## src/rtl/segment_combine_sched.sv

```systemverilog
// Segment-combine scheduler: walks NUM_SEG segments of a job through one shared
// if/else combine datapath. For each segment it reads the operand pair from the
// operand RAM, holds the pair on the datapath inputs, waits DP_LAT cycles, captures
// the combine result, and offers it on a valid/ready result port.
module segment_combine_sched #(
    parameter int unsigned NUM_SEG = 8,
    parameter int unsigned SEG_W   = 3,
    parameter int unsigned DP_LAT  = 2,
    parameter int unsigned DW      = 32
) (
    input  logic             clk,
    input  logic             reset,
    input  logic             start_valid,
    output logic             start_ready,
    input  logic [DW-1:0]    input_bit,
    input  logic             abort,
    output logic             op_rd_en,
    output logic [SEG_W-1:0] seg_idx,
    input  logic [DW-1:0]    array_ref_wire,
    input  logic [DW-1:0]    array_ref_m_wire,
    output logic [DW-1:0]    dp_input_bit,
    output logic [DW-1:0]    dp_ref,
    output logic [DW-1:0]    dp_ref_m,
    input  logic [DW-1:0]    dp_combine,
    output logic             res_valid,
    input  logic             res_ready,
    output logic [DW-1:0]    res_data,
    output logic [SEG_W-1:0] res_seg,
    output logic             res_last,
    output logic             busy
);

    localparam int unsigned CNT_W = (DP_LAT > 1) ? $clog2(DP_LAT) : 1;
    localparam logic [SEG_W-1:0] LAST_SEG = SEG_W'(NUM_SEG - 1);

    typedef enum logic [2:0] {
        S_IDLE,
        S_FETCH,
        S_LOAD,
        S_WAIT,
        S_OUT
    } state_t;

    state_t           state;
    logic [CNT_W-1:0] wait_cnt;
    logic             last_q;

    // Status and strobes decoded directly from the state register.
    // Abort suppresses the result beat in the same cycle so a concurrent
    // res_ready can never complete a handshake.
    assign start_ready = (state == S_IDLE);
    assign busy        = (state != S_IDLE);
    assign op_rd_en    = (state == S_FETCH);
    assign res_valid   = (state == S_OUT) && !abort;
    assign res_last    = res_valid && last_q;

    // Segment sequencer: state, segment index, datapath operand and result registers.
    // NOTE: every register here is assigned with <= so all of them sample the
    // pre-edge values of each other; the async reset clears them all at once.
    always_ff @(posedge clk or posedge reset) begin
        if (reset) begin
            state        <= S_IDLE;
            seg_idx      <= '0;
            wait_cnt     <= '0;
            last_q       <= 1'b0;
            dp_input_bit <= '0;
            dp_ref       <= '0;
            dp_ref_m     <= '0;
            res_data     <= '0;
            res_seg      <= '0;
        end else if (abort) begin
            state   <= S_IDLE;
            seg_idx <= '0;
        end else begin
            case (state)
                S_IDLE: begin
                    if (start_valid) begin
                        dp_input_bit <= input_bit;
                        seg_idx      <= '0;
                        state        <= S_FETCH;
                    end
                end
                S_FETCH: begin
                    state <= S_LOAD;
                end
                S_LOAD: begin
                    // RAM data for seg_idx arrives this cycle; hold it through WAIT/OUT.
                    dp_ref   <= array_ref_wire;
                    dp_ref_m <= array_ref_m_wire;
                    wait_cnt <= CNT_W'(DP_LAT - 1);
                    state    <= S_WAIT;
                end
                S_WAIT: begin
                    if (wait_cnt == '0) begin
                        res_data <= dp_combine;
                        res_seg  <= seg_idx;
                        last_q   <= (seg_idx == LAST_SEG);
                        state    <= S_OUT;
                    end else begin
                        wait_cnt <= wait_cnt - CNT_W'(1);
                    end
                end
                S_OUT: begin
                    if (res_ready) begin
                        if (seg_idx == LAST_SEG) begin
                            seg_idx <= '0;
                            state   <= S_IDLE;
                        end else begin
                            seg_idx <= seg_idx + SEG_W'(1);
                            state   <= S_FETCH;
                        end
                    end
                end
                default: begin
                    state <= S_IDLE;
                end
            endcase
        end
    end

endmodule
```

## config.mk

```make
export PLATFORM = sky130hd
export DESIGN_NAME = segment_combine_sched
export DESIGN_NICKNAME = d
export VERILOG_FILES = /design/src/rtl/segment_combine_sched.sv
export SDC_FILE = /design/constraint.sdc
export NUM_CORES = 1
export LEC_CHECK = 0
export CAP_MARGIN = 20
export CORE_MARGIN = 4
export CORE_UTILIZATION = 44
export DETAILED_ROUTE_END_ITERATION = 7
export GPL_ROUTABILITY_DRIVEN = 0
export PLACE_DENSITY = 0.86
export SKIP_LAST_GASP = 1
export SLEW_MARGIN = 20
export SYNTH_ARGS = -nofsm -noshare
export SYNTH_HDL_FRONTEND = slang
export SYNTH_SLANG_ARGS = --single-unit
```

## constraint.sdc

```tcl
create_clock -name clk -period 13.45 [get_ports clk]
set_input_delay 3.3625 -clock clk [delete_from_list [all_inputs] [get_ports clk]]
set_output_delay 3.3625 -clock clk [all_outputs]
set_load 0.005 [all_outputs]
```

==> reports/metrics.csv <==
stage,metric,value,unit
clocking,post_cts_buffers,0,
drt,wirelength,15100,µm
clocking,htree_levels,4,
drt,wire_per_inst,19.4,µm
global_routing,grt_pass1_wl,23900,µm
clocking,ctsLongestPathBuffers,2,
synth,synth-xor-area-share,0,%
synth,syn_inst,324,
synth,synth-compound-area-share,0.741,%
finish,drive_gt1_share,26.2,%
finish,nets,736,
global_routing,grt_antenna_before_repair,0,
floorplan,fp-row-count,40,
clocking,cts.clk_slew.worst_paths,0.06,ns
timing,setup_viol,0,
worst_hold_path,whs_path_depth,1,
timing,fin_crit_sh,66.1,%
clocking,clock_tree.root_cell,clkbuf_16,
floorplan,core,12200,µm²
synth,synth.avg_cell_area,17.2,µm²
power,p_sw,428,µW
synth,synth-edff-count,0,
global_routing,globalRouteTotalUtil,21.5,%
synth,synth_area_leaders,"dfrtp_1 62%, mux2_2 16%, mux2_4 11%, mux2_1 2.2%, buf_12 1.4%",
drt,drc,0,
power,p_per_area,193,nW/µm²
global_routing,grt_pass1_vias,4360,
finish,syn_to_final_growth,60.2,%
critical_path,crit_type,input port to primary output,
placed_design,io_buffers,271,
worst_hold_path,holdPathEnd,dp_ref_m[6],
drt,vias_per_cell,4.85,
synth,yosys-mux-area-fraction,30.1,%
global_routing,grt_max_degree,82,
synth,yosysTopAreaCell,dfrtp_1,
critical_path,arrival,5.53,ns
clocking,hold_buffers,0,
clocking,cts_tree,done,
finish,antennaDiodeCount,0,
floorplan,boundaryPins,272,
timing,holdWs,0.482,ns
finish,fin_area,8920,µm²
synth,async_flop_share,100,%
critical_path,critPathLaunchType,input port,
timing,relSlewSlack,38.3,%
synth,yosysWarnings,0,
critical_path,end_kind,primary output,
timing,clock.fmax,0.112,GHz
floorplan,die_area,14500,µm²
clocking,clk_latency,0.41,ns
power,p_sw_share,24.8,%
floorplan,chipHeight,121,µm
global_routing,grt.overflow.total,0,
synth,synth_commonest_cells,"139 x dfrtp_1, 81 x mux2_2, 40 x mux2_4, 11 x mux2_1",
power,cellLeakagePower,0.00382,µW
floorplan,start_util,45.6,%
critical_path,rr_startpoint,state[2],
placed_design,placed_area,8330,µm²
drt,first_pass_iters,4,
synth,synth.distinct_cells,28,
clocking,cts_buffers,17,
synth,yosys.area_share.simple,2.45,%
power,clockPowerShare,26.5,%
flow_run,cap_violations,0,
timing,setup_tns,0,ns
drt,drt_iter0_markers,172,
synth,synth_top_area_share,62.4,%
synth,yosys.area_share.adder,0.449,%
synth,seq_area_frac_synth,62.4,%
power,p_int,1300,µW
floorplan,die_x,121,µm
critical_path,reg2regPathDepth,4,
timing,tightest_slew,0.912,ns
synth,synth.most_common_cell,dfrtp_1,
timing,rsz0062_at_grt,no,
clocking,cts_resized,0,
timing,fin_crit,8.89,ns
power,power_frac_comb,35.0,%
synth,syn_area,5570,µm²
worst_hold_path,hold_start,dp_ref_m[6],
synth,synth_nets,459,
synth,synth_top_family_by_area,multiplexers,
synth,synth_seq_cells,139,
synth,synth-main-ff-cell,dfrtp_1,
outcome,status,completed,
clocking,clock_sinks,139,
critical_path,r2r_end,dp_ref[28],
placed_design,place_hpwl,11100,µm
power,vdd_drop_max,136,µV
critical_path,crit_fanout,9,
worst_hold_path,hp-class,flop to flop,
timing,finalMaxSlewViolations,0,
critical_path,required,10.09,ns
drt,ant_nets,0,
timing,finalClockSkew,0.00734,ns
drt,vias,3792,
timing,hold_violations,0,
power,p_seq_share,38.6,%
critical_path,ff2ff_setup_slack,10.59,ns
==> flip-flops by register name, indices dropped and copies added (netlist names) <==
signal	flops
dp_input_bit	32
dp_ref	32
dp_ref_m	32
res_data	32
res_seg	3
seg_idx	3
state	3
last_q	1
wait_cnt	1
==> cells in the final DEF (no fill, tap or decap), drive strengths merged, types with 3 or more instances in the layout <==
cell,count
clkdlybuf4s50,271
buf,4
nand2,4
inv,4
nand2b,3
mux2i,4
dfrtp,139
clkinv,7
clkbuf,20
nor2,5
mux2,132
clkinvlp,3
==> through the flow <==
stage	std cells	power (µW)	utilization [%]	setup slack (ns)
5_1_grt	782	1810	73.1	4.35
2_1_floorplan	324	864	-	5.71
3_3_place_gp	750	1250	68.2	4.65
3_5_place_dp	750	1280	68.2	4.59
4_1_cts	782	1750	73.0	4.57
6_report	782	1730	73.1	4.56
==> worst max-delay path: stages <==
cell and delay, ns:
clkdlybuf4s50_1 0.59, nor4b_1 0.83, and2_1 0.23, clkdlybuf4s50_1 0.51
==> cell type report <==
type | instances | area [µm²]
Tap cell | 168 | 210
Sequential cell | 139 | 3480
Fill cell | 811 | 3290
Multi-Input combinational cell | 164 | 1880
Timing Repair Buffer | 275 | 2750
Clock buffer | 20 | 467
Inverter | 4 | 20.0
Clock inverter | 12 | 121
==> worst max path at each step <==
stage               endpoint  slack (ns)  startpoint  cells after the start
floorplan           res_last        5.71       abort                      3
CTS                 res_last        4.57       abort                      4
detailed placement  res_last        4.59       abort                      4
global route        res_last        4.35       abort                      4
global placement    res_last        4.65       abort                      4
finish              res_last        4.56       abort                      4
==> per-layer routing <==
metal | GRT usage, % | share of wire [%] | vias up
li1 | - | - | 1697
met1 | 22.4 | 35 | 1881
met2 | 38.1 | 53 | 182
met3 | 9.21 | 9.1 | 32
met4 | 8.57 | 2.7 | 0
met5 | 0 | 0 | -
==> power groups by stage <==
stage                     clock [µW]  combinational [µW]  sequential (µW)
final                            457                 603              665
after global routing             485                 640              688
after CTS                        466                 614              667
after detailed placement           0                 606              670
after global placement             0                 591              657
after floorplan                    0                 193              672
==> kinds of logic after synthesis <==
| logic type | count (synthesis) |
|---|---|
| AOI/OAI and AO/OA | 5 |
| adders and majority gates | 2 |
| buffers and inverters | 21 |
| DFF | 139 |
| muxes | 136 |
| and+or+nand+nor | 21 |
No activity file was read; power rests on OpenSTA's default activity.
